`src/rtl/mem_arbiter_if.sv`:
```
// mem_arbiter_if: bundles the two requester ports and the data-memory port of
// mem_arbiter.
//   req0/1, wr0/1, addr0/1, wdata0/1 : requester transaction request
//   rdata0/1, ready0/1, err0/1       : requester completion response
//   mem_addr, mem_wdata, mem_w_en, mem_r_en, mem_rdata : data-memory port
//   busy                             : arbiter not idle
// modport slave is the arbiter side; modport master is the requester/memory side.
interface mem_arbiter_if;
  localparam int unsigned DATA_W = 32;

  logic              req0;
  logic              req1;
  logic              wr0;
  logic              wr1;
  logic [DATA_W-1:0] addr0;
  logic [DATA_W-1:0] addr1;
  logic [DATA_W-1:0] wdata0;
  logic [DATA_W-1:0] wdata1;
  logic [DATA_W-1:0] rdata0;
  logic [DATA_W-1:0] rdata1;
  logic              ready0;
  logic              ready1;
  logic              err0;
  logic              err1;
  logic [DATA_W-1:0] mem_addr;
  logic [DATA_W-1:0] mem_wdata;
  logic              mem_w_en;
  logic              mem_r_en;
  logic [DATA_W-1:0] mem_rdata;
  logic              busy;

  modport slave (
    input  req0, req1, wr0, wr1, addr0, addr1, wdata0, wdata1, mem_rdata,
    output rdata0, rdata1, ready0, ready1, err0, err1,
           mem_addr, mem_wdata, mem_w_en, mem_r_en, busy
  );

  modport master (
    output req0, req1, wr0, wr1, addr0, addr1, wdata0, wdata1, mem_rdata,
    input  rdata0, rdata1, ready0, ready1, err0, err1,
           mem_addr, mem_wdata, mem_w_en, mem_r_en, busy
  );
endinterface

```
`src/rtl/mem_arbiter.sv`:
```
// mem_arbiter: round-robin arbiter granting two requesters single-transaction
// access to a word-addressed data memory with a fixed access latency.
//   clk   : rising-edge clock
//   rst_n : asynchronous active-low reset
//   bus   : mem_arbiter_if.slave (requester 0/1 ports, memory port, busy)
// Parameters: BASE_ADDR (byte address of word 0), DEPTH (words),
//             WAIT_CYCLES (ACCESS cycles per transaction, 1..15).
module mem_arbiter #(
  parameter int unsigned BASE_ADDR   = 1024,
  parameter int unsigned DEPTH       = 64,
  parameter int unsigned WAIT_CYCLES = 2
) (
  input  logic        clk,
  input  logic        rst_n,
  mem_arbiter_if.slave bus
);

  localparam int unsigned DATA_W = 32;
  localparam int unsigned CNT_W  = 4;
  localparam logic [DATA_W-1:0] LP_ADDR_LO = DATA_W'(BASE_ADDR);
  localparam logic [DATA_W-1:0] LP_ADDR_HI = DATA_W'(BASE_ADDR + 4 * DEPTH - 1);
  localparam logic [CNT_W-1:0]  LP_CNT_LAST = CNT_W'(WAIT_CYCLES - 1);
  localparam logic              LP_ONE_WAIT = (WAIT_CYCLES == 1);

  typedef enum logic [1:0] {
    S_IDLE,
    S_ACCESS,
    S_DONE
  } state_t;

  state_t             r_state;
  logic [CNT_W-1:0]   r_cnt;
  logic               r_last_gnt;
  logic               r_gnt;
  logic               r_wr;
  logic [DATA_W-1:0]  r_rdata0;
  logic [DATA_W-1:0]  r_rdata1;
  logic               r_ready0;
  logic               r_ready1;
  logic               r_err0;
  logic               r_err1;
  logic [DATA_W-1:0]  r_mem_addr;
  logic [DATA_W-1:0]  r_mem_wdata;
  logic               r_mem_w_en;
  logic               r_mem_r_en;
  logic               r_busy;

  logic               w_any_req;
  logic               w_grant;
  logic               w_sel_wr;
  logic [DATA_W-1:0]  w_sel_addr;
  logic [DATA_W-1:0]  w_sel_wdata;
  logic               w_addr_ok;
  logic [CNT_W-1:0]   w_cnt_nxt;

  // Round-robin pick and selection of the winner's request fields.
  always_comb begin
    w_any_req   = bus.req0 | bus.req1;
    w_grant     = 1'b0;
    if (bus.req0 && bus.req1) begin
      w_grant = ~r_last_gnt;
    end else begin
      w_grant = bus.req1;
    end
    w_sel_wr    = w_grant ? bus.wr1    : bus.wr0;
    w_sel_addr  = w_grant ? bus.addr1  : bus.addr0;
    w_sel_wdata = w_grant ? bus.wdata1 : bus.wdata0;
    w_addr_ok   = (w_sel_addr >= LP_ADDR_LO) && (w_sel_addr <= LP_ADDR_HI) &&
                  (w_sel_addr[1:0] == 2'b00);
    w_cnt_nxt   = r_cnt + CNT_W'(1);
  end

  // Transaction FSM; every output is a register updated here.
  always_ff @(posedge clk or negedge rst_n) begin
    if (!rst_n) begin
      r_state     <= S_IDLE;
      r_cnt       <= '0;
      r_last_gnt  <= 1'b1;  // requester 0 wins the first tie
      r_gnt       <= 1'b0;
      r_wr        <= 1'b0;
      r_rdata0    <= '0;
      r_rdata1    <= '0;
      r_ready0    <= 1'b0;
      r_ready1    <= 1'b0;
      r_err0      <= 1'b0;
      r_err1      <= 1'b0;
      r_mem_addr  <= '0;
      r_mem_wdata <= '0;
      r_mem_w_en  <= 1'b0;
      r_mem_r_en  <= 1'b0;
      r_busy      <= 1'b0;
    end else begin
      case (r_state)
        S_IDLE: begin
          if (w_any_req) begin
            r_gnt      <= w_grant;
            r_last_gnt <= w_grant;
            r_wr       <= w_sel_wr;
            r_cnt      <= '0;
            r_busy     <= 1'b1;
            if (w_addr_ok) begin
              r_state     <= S_ACCESS;
              r_mem_addr  <= w_sel_addr;
              r_mem_wdata <= w_sel_wdata;
              r_mem_r_en  <= ~w_sel_wr;
              // With a single ACCESS cycle the first cycle is also the write cycle.
              r_mem_w_en  <= w_sel_wr & LP_ONE_WAIT;
            end else begin
              // Rejected: answer straight away, memory port untouched.
              r_state <= S_DONE;
              if (w_grant) begin
                r_ready1 <= 1'b1;
                r_err1   <= 1'b1;
              end else begin
                r_ready0 <= 1'b1;
                r_err0   <= 1'b1;
              end
            end
          end
        end

        S_ACCESS: begin
          if (r_cnt == LP_CNT_LAST) begin
            r_state    <= S_DONE;
            r_mem_r_en <= 1'b0;
            r_mem_w_en <= 1'b0;
            if (r_gnt) begin
              r_ready1 <= 1'b1;
              r_rdata1 <= r_wr ? '0 : bus.mem_rdata;
            end else begin
              r_ready0 <= 1'b1;
              r_rdata0 <= r_wr ? '0 : bus.mem_rdata;
            end
          end else begin
            r_cnt      <= w_cnt_nxt;
            // Arm the write enable only for the final ACCESS cycle.
            r_mem_w_en <= r_wr && (w_cnt_nxt == LP_CNT_LAST);
          end
        end

        S_DONE: begin
          r_state  <= S_IDLE;
          r_cnt    <= '0;
          r_busy   <= 1'b0;
          r_ready0 <= 1'b0;
          r_ready1 <= 1'b0;
          r_err0   <= 1'b0;
          r_err1   <= 1'b0;
          r_rdata0 <= '0;
          r_rdata1 <= '0;
        end

        default: begin
          r_state <= S_IDLE;
        end
      endcase
    end
  end

  assign bus.rdata0    = r_rdata0;
  assign bus.rdata1    = r_rdata1;
  assign bus.ready0    = r_ready0;
  assign bus.ready1    = r_ready1;
  assign bus.err0      = r_err0;
  assign bus.err1      = r_err1;
  assign bus.mem_addr  = r_mem_addr;
  assign bus.mem_wdata = r_mem_wdata;
  assign bus.mem_w_en  = r_mem_w_en;
  assign bus.mem_r_en  = r_mem_r_en;
  assign bus.busy      = r_busy;

endmodule

```
`src/flat_wrapper.sv`:
```
// flat-port wrapper written by rule: the top's interface ports become plain ports
module mem_arbiter_flat 
#(
  parameter int unsigned BASE_ADDR   = 1024,
  parameter int unsigned DEPTH       = 64,
  parameter int unsigned WAIT_CYCLES = 2
)
  (clk, rst_n, bus_req0, bus_req1, bus_wr0, bus_wr1, bus_addr0, bus_addr1, bus_wdata0, bus_wdata1, bus_mem_rdata, bus_rdata0, bus_rdata1, bus_ready0, bus_ready1, bus_err0, bus_err1, bus_mem_addr, bus_mem_wdata, bus_mem_w_en, bus_mem_r_en, bus_busy);
  mem_arbiter_if bus_i ();
  input  logic clk;
  input  logic rst_n;
  input wire logic [$bits(bus_i.req0)-1:0] bus_req0;
  input wire logic [$bits(bus_i.req1)-1:0] bus_req1;
  input wire logic [$bits(bus_i.wr0)-1:0] bus_wr0;
  input wire logic [$bits(bus_i.wr1)-1:0] bus_wr1;
  input wire logic [$bits(bus_i.addr0)-1:0] bus_addr0;
  input wire logic [$bits(bus_i.addr1)-1:0] bus_addr1;
  input wire logic [$bits(bus_i.wdata0)-1:0] bus_wdata0;
  input wire logic [$bits(bus_i.wdata1)-1:0] bus_wdata1;
  input wire logic [$bits(bus_i.mem_rdata)-1:0] bus_mem_rdata;
  output wire logic [$bits(bus_i.rdata0)-1:0] bus_rdata0;
  output wire logic [$bits(bus_i.rdata1)-1:0] bus_rdata1;
  output wire logic [$bits(bus_i.ready0)-1:0] bus_ready0;
  output wire logic [$bits(bus_i.ready1)-1:0] bus_ready1;
  output wire logic [$bits(bus_i.err0)-1:0] bus_err0;
  output wire logic [$bits(bus_i.err1)-1:0] bus_err1;
  output wire logic [$bits(bus_i.mem_addr)-1:0] bus_mem_addr;
  output wire logic [$bits(bus_i.mem_wdata)-1:0] bus_mem_wdata;
  output wire logic [$bits(bus_i.mem_w_en)-1:0] bus_mem_w_en;
  output wire logic [$bits(bus_i.mem_r_en)-1:0] bus_mem_r_en;
  output wire logic [$bits(bus_i.busy)-1:0] bus_busy;
  assign bus_i.req0 = bus_req0;
  assign bus_i.req1 = bus_req1;
  assign bus_i.wr0 = bus_wr0;
  assign bus_i.wr1 = bus_wr1;
  assign bus_i.addr0 = bus_addr0;
  assign bus_i.addr1 = bus_addr1;
  assign bus_i.wdata0 = bus_wdata0;
  assign bus_i.wdata1 = bus_wdata1;
  assign bus_i.mem_rdata = bus_mem_rdata;
  assign bus_rdata0 = bus_i.rdata0;
  assign bus_rdata1 = bus_i.rdata1;
  assign bus_ready0 = bus_i.ready0;
  assign bus_ready1 = bus_i.ready1;
  assign bus_err0 = bus_i.err0;
  assign bus_err1 = bus_i.err1;
  assign bus_mem_addr = bus_i.mem_addr;
  assign bus_mem_wdata = bus_i.mem_wdata;
  assign bus_mem_w_en = bus_i.mem_w_en;
  assign bus_mem_r_en = bus_i.mem_r_en;
  assign bus_busy = bus_i.busy;
  mem_arbiter #(.BASE_ADDR(BASE_ADDR), .DEPTH(DEPTH), .WAIT_CYCLES(WAIT_CYCLES)) u_core (.clk(clk), .rst_n(rst_n), .bus(bus_i));
endmodule
```
`config.mk`:
```
export PLATFORM = sky130hd
export DESIGN_NAME = mem_arbiter_flat
export DESIGN_NICKNAME = d
export VERILOG_FILES = /design/src/rtl/mem_arbiter_if.sv /design/src/rtl/mem_arbiter.sv /design/src/flat_wrapper.sv
export SDC_FILE = /design/constraint.sdc
export NUM_CORES = 1
export LEC_CHECK = 0
export ABC_AREA = 1
export CORE_MARGIN = 2
export CORE_UTILIZATION = 40
export DETAILED_ROUTE_END_ITERATION = 8
export DONT_BUFFER_PORTS = 1
export GPL_TIMING_DRIVEN = 0
export SLEW_MARGIN = 20
export SYNTH_ARGS = -nofsm -noshare
export SYNTH_HDL_FRONTEND = slang
export SYNTH_SLANG_ARGS = --single-unit
```
`constraint.sdc`:
```
create_clock -name clk -period 3.4 [get_ports clk]
set_input_delay 0.51 -clock clk [delete_from_list [all_inputs] [get_ports clk]]
set_output_delay 0.51 -clock clk [all_outputs]
set_load 0.005 [all_outputs]
```
==> results.json, run 1 <==
{
  "async_flop_share_pct": 100,
  "timing.setup.tns_ns": 0,
  "path_class": "register to register",
  "worst_slew_pin_slew_ns": 0.669,
  "crit_fanout": 10,
  "synth_ff_type": "dfrtp_1",
  "wire_per_inst_um": 16.0,
  "fin_skew_ns": 0.0172,
  "num_rows": 47,
  "cp_slowest_cell": "dfstp_2",
  "dieWidth_um": 135,
  "pwr_density_cell_nw_per_um2": 579,
  "grt_usage_pct": 19.4,
  "drc_errors": 0,
  "grt_overflow": 0,
  "dpl.hpwl_mm": 13.2,
  "finalWeightedCongestion": 0.824,
  "clock_sinks": 144,
  "cts_root_buffer": "clkbuf_16",
  "reg2reg_depth": 14,
  "cap_viol_max_count": 0,
  "regArea_um2": 3600,
  "cp.required_ns": 3.72,
  "wirelength_mm": 17.6,
  "synth_area_um2": 6820,
  "grt_pass1_wl_mm": 27.5,
  "port_buffers": 0,
  "die_area_um2": 18100,
  "synthCells": 851,
  "synth_seq_area_share_pct": 52.9,
  "synthTopCellsByArea": "dfrtp_1 (52%), nand2_1 (20%), inv_1 (5.7%)",
  "slew_headroom_pct": 55.4,
  "min_path_type": "primary input to asynchronous set/reset pin",
  "antenna_found_initial": 0,
  "core_um2": 16600,
  "numCtsBuffers": 17,
  "drive_gt1_share_pct": 9.63,
  "io_pins": 301,
  "crit_path_max_incr_delay_ns": 0.54,
  "yosysTopAreaCell": "dfrtp_1",
  "maxSlewViolCount": 0,
  "crit_path_start_kind": "register",
  "avgSynthCellArea_um2": 8.01,
  "ys_ff_latch": 144,
  "synth_edf_count": 0,
  "diodes": 0,
  "viasPerCell": 4.80,
  "first_global_vias": 5326,
  "yosys_warnings": 0,
  "hold_viol_final": 144,
  "start_util_pct": 41.0,
  "holdWs_ns": -0.218,
  "vias": 5293,
  "dr.pass1.iters": 4,
  "drt_iter0_markers": 153,
  "syn-num-nets": 1020,
  "synth_most_common_cell": "nand2_1",
  "die_h_um": 135,
  "violations": "negative hold slack",
  "end_kind": "register",
  "max_freq_mhz": 437,
  "clockBufferDepth": 2,
  "p_leak_nw": 4.27,
  "netlist-cell-type-count": 31,
  "nFillCells": 1696,
  "grt_max_degree": 145,
  "post-cts-setup-buffer-count": 0,
  "htreeDepth": 4,
  "clock_latency_ns": 0.42,
  "crit_path_cell_trace": "nand2_2, nand2_4, buf_4, nand2_1, nand2_1, nand2_1, nor2_1, nand2_1, nor2_2, nand3_2, buf_6, buf_2, nand2_1, inv_1",
  "crit_top_cell": "nand2_1",
  "fin_crit_sh_pct": 67.3,
  "syn2layout_area_growth_pct": 12.8,
  "antenna_left": 0,
  "clkTransAtPathRegs_ns": 0.07,
  "cts-resized-gates": 0,
  "status": "complete, but fails checks",
  "multiInputGateArea_um2": 2580,
  "synth_top_area_share_pct": 52.5,
  "setup_viol": 0,
  "synthTopCellsByCount": "nand2_1 (359), dfrtp_1 (143), inv_1 (103)",
  "cts_tree": "done",
  "cp.arrival_ns": 2.61,
  "rsz0062_at_grt": "no",
  "num-nets-final": 1039,
  "vdd_drop_max_v": 0.000319,
  "period_needed_ns": 2.29
}
==> kinds of logic after synthesis <==
logic type,Yosys count,synth area share (%)
and+or+nand+nor,450,26.6
buffers and inverters,146,9.30
DFF,144,52.9
AOI/OAI and AO/OA,80,6.20
muxes,26,4.18
adders and majority gates,3,0.551
xor gates and xnor gates,2,0.257
==> critical path, delay by kind of cell (launching register included) <==
kind | cells | cell delay (ns)
DFF | 1 | 0.54
buffers and inverters | 4 | 0.63
and+or+nand+nor | 10 | 1.01
==> sequential cells by signal (all words and copies together) (netlist names) <==
register              cells
u_core.r_last_gnt         1
u_core.bus.mem_w_en       1
u_core.r_cnt              4
u_core.bus.rdata0        32
u_core.bus.busy           1
u_core.bus.mem_addr      32
u_core.bus.mem_wdata     32
u_core.bus.ready1         1
u_core.r_state            2
u_core.bus.rdata1        32
u_core.bus.ready0         1
u_core.bus.mem_r_en       1
u_core.bus.err0           1
u_core.r_gnt              1
u_core.bus.err1           1
u_core.r_wr               1
==> path summary, 6_finish.rpt <==
| kind | start | end | slack [ns] |
|---|---|---|---|
| min in group clk | bus_mem_rdata[3] | u_core.bus.rdata0[3]$_DFFE_PN0P_ | 0.24 |
| hold reg to reg | u_core.r_last_gnt$_DFFE_PN1P_ | u_core.r_last_gnt$_DFFE_PN1P_ | 0.47 |
| setup / recovery | u_core.r_last_gnt$_DFFE_PN1P_ | u_core.bus.mem_addr[9]$_DFFE_PN0P_ | 1.11 |
| hold / removal | rst_n | u_core.bus.rdata1[18]$_DFFE_PN0P_ | -0.22 |
| max in group asynchronous | rst_n | u_core.r_last_gnt$_DFFE_PN1P_ | 3.40 |
| setup reg to reg | u_core.r_last_gnt$_DFFE_PN1P_ | u_core.bus.mem_addr[9]$_DFFE_PN0P_ | 1.11 |
==> metrics by stage <==
step	worst slack (ns)	cells	instance area, µm²	power, W	util, %
6_report	1.11	1103	7690	0.00445	46.2
4_1_cts	1.06	1103	7690	0.00452	46.2
3_5_place_dp	1.02	1071	7090	0.00262	42.6
2_1_floorplan	1.48	851	6820	0.00245	-
5_1_grt	0.848	1103	7690	0.00468	46.2
3_3_place_gp	1.05	1071	7090	0.00261	42.6
==> report_power, final <==
group	internal (W)	leakage [nW]	switching (W)	total [W]
Combinational	0.000209	2.06	0.000340	0.000549
Sequential	0.00188	1.92	0.000149	0.00203
Clock	0.00105	0.293	0.000820	0.00187
==> cell type report <==
| type | instances | area share, % |
|---|---|---|
| sequential | 144 | 46.9 |
| multi-input combinational | 561 | 33.5 |
| clock buffer | 17 | 5.53 |
| inverter | 105 | 5.13 |
| tap | 220 | 3.58 |
| buffer | 41 | 3.12 |
| clock inverter | 15 | 2.21 |
==> layer usage <==
metal | track usage (%) | wire [µm] | up-vias
li1 | - | - | 2635
met1 | 22.4 | 7080 | 2426
met4 | 6.37 | 250 | 0
met2 | 33.6 | 8730 | 211
met5 | 0 | 0 | -
met3 | 6.68 | 1570 | 21
==> cell usage in the layout (no fill, tap or decap), types with 6 or more instances in the layout <==
cell and n:
mux2_2 20, nand2_1 359, dfrtp_1 143, clkbuf_1 18
nand3_1 12, o21ai_0 23, nor2_1 48, a21oi_1 14
nand3b_1 20, buf_2 9, mux2i_1 6, buf_4 6
inv_8 6, o21ai_1 39, buf_6 7, clkbuf_16 17
inv_1 103
Power figures use the tool's default switching activity.
==> inputs of run 2 (changes only) <==
==> constraint.sdc (replaced) <==
create_clock -name clk -period 2.2 [get_ports clk]
set_input_delay 0.33 -clock clk [delete_from_list [all_inputs] [get_ports clk]]
set_output_delay 0.33 -clock clk [all_outputs]
set_load 0.005 [all_outputs]
==> run 2 against run 1 <==
Net effect:
- the flow still finishes with violations (negative hold slack)
- cell count rose by 1.5%
- die area did not move
- via count rose by 0.94%
- clock skew barely moved
- first-iteration DRC count rose by 35%
- core utilization rose by 2.1 points
- clock power rose by 55%
- design area rose by 4.5%
- routed wire length rose by 3.1%
- maximum frequency rose by 8.6%
- total power rose by 56%
- worst setup slack got worse by 1.0 ns
- critical endpoint is now u_core.bus.mem_addr[5]$_DFFE_PN0P_
- largest cell class unchanged
==> results.json, run 2 (synthesis gave the netlist of run 1 again) <==
{
  "cp.required_ns": 2.51,
  "final_cell_mix": "nand2_1 (350), dfrtp_1 (143), inv_1 (103)",
  "slew_headroom_pct": 55.4,
  "period_needed_ns": 2.11,
  "cts_tree": "done",
  "vdd_drop_max_v": 0.000498,
  "multiInputGateArea_um2": 2670,
  "finalWeightedCongestion": 0.824,
  "maxSlewViolCount": 0,
  "rsz0062_at_grt": "yes",
  "final_common_cell": "nand2_1",
  "clockBufferDepth": 2,
  "timing.setup.tns_ns": 0,
  "fin_crit_sh_pct": 95.8,
  "cts_root_buffer": "clkbuf_16",
  "crit_path_start_kind": "register",
  "regArea_um2": 3600,
  "min_path_type": "primary input to asynchronous set/reset pin",
  "grt_pass1_wl_mm": 27.6,
  "place_inst": 1071,
  "worst_slew_pin_slew_ns": 0.670,
  "wire_per_inst_um": 16.2,
  "drt_iter0_markers": 207,
  "vias": 5343,
  "end_kind": "register",
  "max_freq_mhz": 474,
  "die_area_um2": 18100,
  "grt_usage_pct": 19.5,
  "num-nets-final": 1055,
  "first_global_vias": 5375,
  "status": "complete, but fails checks",
  "drive_gt1_share_pct": 13.2,
  "core_um2": 16600,
  "grt_overflow": 0,
  "num_rows": 47,
  "dpl.hpwl_mm": 13.2,
  "die_h_um": 135,
  "diodes": 0,
  "antenna_left": 0,
  "cap_viol_max_count": 0,
  "path_class": "register to register",
  "fin_skew_ns": 0.0173,
  "nFillCells": 1653,
  "dr.pass1.iters": 5,
  "start_util_pct": 41.0,
  "cp.arrival_ns": 2.42,
  "clock_sinks": 144,
  "clkTransAtPathRegs_ns": 0.07,
  "viasPerCell": 4.77,
  "holdWs_ns": -0.400,
  "violations": "negative hold slack",
  "fin_cells": 1119,
  "hold_viol_final": 144,
  "antenna_found_initial": 0,
  "setup_viol": 0,
  "io_pins": 301,
  "numCtsBuffers": 17,
  "grt_max_degree": 145,
  "port_buffers": 0,
  "place_ws_ns": -0.115,
  "p_leak_nw": 4.44,
  "dieWidth_um": 135,
  "htreeDepth": 4,
  "clock_latency_ns": 0.43,
  "pwr_density_cell_nw_per_um2": 863,
  "crit_fanout": 7,
  "syn2layout_area_growth_pct": 17.9,
  "drc_errors": 0,
  "layout_setup_ws_ns": 0.0915,
  "wirelength_mm": 18.2
}
-- run 2: power by group --
group / internal [W] / total, W / switching, W
clock: 0.00162 / 0.00289 / 0.00127
combinational: 0.000356 / 0.000901 / 0.000546
sequential: 0.00291 / 0.00314 / 0.000232
total: 0.00489 / 0.00694 / 0.00205
-- run 2: worst max-delay path: stages (launching register included) --
cell and delay [ns]:
dfstp_2 0.55, nand2_4 0.09, nand2_8 0.09, buf_6 0.11, nand2_1 0.04, nand2_1 0.08
nand2_2 0.06, nor2_2 0.13, nand2_2 0.08, nor2_4 0.15, nand3_4 0.14, clkbuf_16 0.22
clkbuf_16 0.16, nand2_1 0.05, o21ai_1 0.05
-- run 2: repair_timing --
action / CTS / global route
pin swaps: 3 / 6
setup buffers: 5 / 5
hold endpoints to repair: 144 / 144
gates cloned: 0 / 6
resized for setup: 7 / 42
setup endpoints to repair: 81 / 76
-- run 2: final cells by class --
type,instances,area share [%]
clock inverter,15,2.12
sequential,144,44.9
multi-input combinational,561,33.2
tap,220,3.43
timing repair buffer,16,2.46
inverter,105,4.90
clock buffer,17,5.29
buffer,41,3.78
-- run 2: per-layer routing --
metal  track usage [%]  up-vias  part of all wire [%]  wire, µm
li1                  -     2670                     -         -
met1              22.5     2447                    40      7340
met2              34.0      203                    50      9000
met3              6.68       23                   8.5      1550
met4              6.37        0                   1.5       280
met5                 0        -                     0         0
-- run 2: stage by stage --
step | utilization, % | instance area (µm²) | total power [W]
after floorplan | - | 6820 | 0.00379
after global placement | 42.6 | 7090 | 0.00404
final | 48.3 | 8040 | 0.00694
after detailed placement | 42.6 | 7090 | 0.00405
after CTS | 46.6 | 7760 | 0.00700
after global routing | 48.3 | 8040 | 0.00729
-- run 2: path summary, 6_finish.rpt --
check | slack, ns | cells past startpoint | end | from
worst max-delay path | 0.09 | 14 | u_core.bus.mem_addr[5]$_DFFE_PN0P_ | u_core.r_last_gnt$_DFFE_PN1P_
worst min-delay path | -0.40 | 0 | u_core.bus.rdata0[25]$_DFFE_PN0P_ | rst_n
worst max register to register | 0.09 | 14 | u_core.bus.mem_addr[5]$_DFFE_PN0P_ | u_core.r_last_gnt$_DFFE_PN1P_
worst min register to register | 0.49 | 2 | u_core.r_last_gnt$_DFFE_PN1P_ | u_core.r_last_gnt$_DFFE_PN1P_
max in group asynchronous | 2.38 | 0 | u_core.r_last_gnt$_DFFE_PN1P_ | rst_n
min in group clk | 0.06 | 2 | u_core.bus.rdata0[3]$_DFFE_PN0P_ | bus_mem_rdata[3]
==> inputs of run 3 (changes only) <==
--- a/config.mk
+++ b/config.mk
@@ -5,7 +5,6 @@
 export SDC_FILE = /design/constraint.sdc
 export NUM_CORES = 1
 export LEC_CHECK = 0
-export ABC_AREA = 1
 export CORE_MARGIN = 2
 export CORE_UTILIZATION = 40
 export DETAILED_ROUTE_END_ITERATION = 8
==> run 3 against run 2 <==
Net effect:
- core utilization down 0.86 points
- die area shrank 7.6%
- cell count down 19%
- clock power grew 6%
- sequential share of layout area rose by 5.0 points
- combinational power shrank 41%
- first-iteration DRC count is 49% higher
- largest power group is now clock
- maximum frequency increased by 4.2%
- area after synthesis down 7.9%
- the run still ends with negative hold slack left
- worst hold slack better by 0.0043 ns
- non-clock buffer count fell by 3
- clock skew shrank 0.0073 ns
==> results.json, run 3 <==
{
  "status": "complete, but fails checks",
  "violations": "negative hold slack",
  "clock_latency_ns": 0.42,
  "cp.arrival_ns": 2.30,
  "die_area_um2": 16700,
  "grt_max_degree": 145,
  "numCtsBuffers": 17,
  "max_freq_mhz": 494,
  "final_util_pct": 47.4,
  "synthTopCellsByCount": "nand2_1 (152), dfrtp_1 (143), a21oi_1 (72)",
  "crit_fanout": 10,
  "fin_crit_sh_pct": 92.0,
  "fin_cells": 903,
  "crit_path_max_incr_delay_ns": 0.57,
  "drc_errors": 0,
  "vdd_drop_max_v": 0.000496,
  "clock_sinks": 144,
  "cts_tree": "done",
  "cp_slowest_cell": "dfstp_2",
  "num-nets-final": 849,
  "clkTransAtPathRegs_ns": 0.06,
  "synth_most_common_cell": "nand2_1",
  "synth_edf_count": 0,
  "worst_slew_pin_slew_ns": 0.726,
  "hold_viol_final": 144,
  "cts_hold_buf": 1,
  "crit_path_start_kind": "register",
  "dieWidth_um": 129,
  "syn-num-nets": 828,
  "start_util_pct": 41.2,
  "critPathTopFamily": "compound AO/OA/AOI/OAI gates",
  "synthCells": 659,
  "place_ws_ns": -0.0461,
  "synth_ff_type": "dfrtp_1",
  "timing.setup.tns_ns": 0,
  "reg2reg_to": "u_core.bus.mem_wdata[25]$_DFFE_PN0P_",
  "clockBufferDepth": 2,
  "p_leak_nw": 3.17,
  "reg2reg_slack_ns": 0.18,
  "dpl.hpwl_mm": 13.6,
  "grt_usage_pct": 21.4,
  "synthTopCellsByArea": "dfrtp_1 (57%), nand2_1 (9.1%), a21oi_1 (5.7%)",
  "yosys_warnings": 0,
  "wirelength_mm": 18.1,
  "port_buffers": 0,
  "reg2reg_depth": 6,
  "r2r_start": "u_core.r_last_gnt$_DFFE_PN1P_",
  "fin_total_pwr_w": 0.00645,
  "rsz0062_at_grt": "no",
  "ys_ff_latch": 144,
  "final_common_cell": "nand2_1",
  "diodes": 0,
  "layout_setup_ws_ns": 0.176,
  "synth_top_area_share_pct": 57.0,
  "syn2layout_area_growth_pct": 15.2,
  "viasPerCell": 5.55,
  "setup_viol": 0,
  "core_um2": 15300,
  "holdWs_ns": -0.396,
  "antenna_found_initial": 0,
  "place_inst": 870,
  "die_h_um": 129,
  "first_global_vias": 5081,
  "avgSynthCellArea_um2": 9.53,
  "cap_viol_max_count": 0,
  "dr.pass1.iters": 5,
  "grt_pass1_wl_mm": 27.6,
  "async_flop_share_pct": 100,
  "wire_per_inst_um": 20.1,
  "drive_gt1_share_pct": 8.67,
  "period_needed_ns": 2.02,
  "fin_skew_ns": 0.0101,
  "synth_seq_area_share_pct": 57.4,
  "final_cell_mix": "nand2_1 (151), dfrtp_1 (143), a21oi_1 (72)",
  "min_path_type": "primary input to asynchronous set/reset pin",
  "vias": 5011,
  "crit_path_cell_trace": "a21boi_4, nand4b_1, o22ai_4, buf_4, buf_2, a41oi_1",
  "netlist-cell-type-count": 41,
  "io_pins": 301,
  "slew_headroom_pct": 51.6,
  "end_kind": "register",
  "htreeDepth": 4,
  "grt_overflow": 0,
  "maxSlewViolCount": 0,
  "path_class": "register to register",
  "pwr_density_cell_nw_per_um2": 891,
  "finalWeightedCongestion": 0.851,
  "cp.required_ns": 2.48,
  "worstPathBufferInverterCount": 2,
  "num_rows": 45,
  "cts_root_buffer": "clkbuf_16",
  "antenna_left": 0,
  "yosysTopAreaCell": "dfrtp_1",
  "drt_iter0_markers": 308,
  "synth_area_um2": 6280
}
## run 3: cell types whose count changed in the layout (fill, tap and decap cells not counted), sizes merged, moves of 33 or more
| cell | before | now |
|---|---|---|
| nand2 | 361 | 152 |
| inv | 113 | 9 |
| nor3b | 0 | 33 |
| a21oi | 15 | 72 |
| a41oi | 0 | 38 |
## run 3: routing by layer
layer	share of wire, %	track usage (%)
met3	10	8.42
met5	0	0
met1	42	27.4
met4	1.1	6.07
met2	47	34.0
## run 3: layout make-up
type | instances | area, µm²
multi-input combinational | 456 | 2470
inverter | 7 | 26.3
tap | 211 | 264
clock buffer | 19 | 443
fill | 1464 | 8020
timing repair buffer | 3 | 25.0
buffer | 51 | 220
clock inverter | 12 | 183
sequential | 144 | 3600
## run 3: kinds of logic (layout without fill, tap and decap cells)
family	after synthesis	in the layout	share of synthesized area, %
fa+ha+maj	3	3	0.598
buf+inv	59	92	3.80
xor+xnor	2	2	0.279
compound gates	164	164	16.3
flops	144	144	57.4
simple gates	286	286	21.4
mux	1	1	0.159
## run 3: what timing repair did
item                                   CTS  global route
endpoints found under the hold margin  145           144
resized for setup                        1            15
setup endpoints to repair               32           121
gates cloned                             0             0
pin swaps                                0             3
buffers inserted                         0             2
## run 3: worst max path at each step
stage | slack, ns | cells after the start | from | to
detailed placement | -0.05 | 6 | u_core.r_last_gnt$_DFFE_PN1P_ | u_core.bus.mem_addr[6]$_DFFE_PN0P_
finish | 0.18 | 6 | u_core.r_last_gnt$_DFFE_PN1P_ | u_core.bus.mem_wdata[25]$_DFFE_PN0P_
global placement | 0.03 | 6 | u_core.r_last_gnt$_DFFE_PN1P_ | u_core.bus.mem_wdata[29]$_DFFE_PN0P_
CTS | 0.004 | 7 | u_core.r_state[0]$_DFFE_PN0P_ | u_core.bus.mem_wdata[15]$_DFFE_PN0P_
global route | 0.003 | 5 | u_core.r_last_gnt$_DFFE_PN1P_ | u_core.bus.mem_wdata[7]$_DFFE_PN0P_
floorplan | 0.45 | 6 | u_core.r_last_gnt$_DFFE_PN1P_ | u_core.bus.mem_addr[2]$_DFFE_PN0P_
## run 3: power by group
group	switching, W	leakage [nW]	internal [W]
combinational	0.000382	0.898	0.000149
sequential	0.000101	1.98	0.00276
clock	0.00112	0.296	0.00193
total	0.00161	3.17	0.00484
## run 3: stage by stage
stage               area, µm²  hold slack [ns]
floorplan                6280           0.0344
detailed placement       6550           0.0377
global route             7240           -0.427
global placement         6550           0.0374
finish                   7240           -0.396
CTS                      7180           -0.414
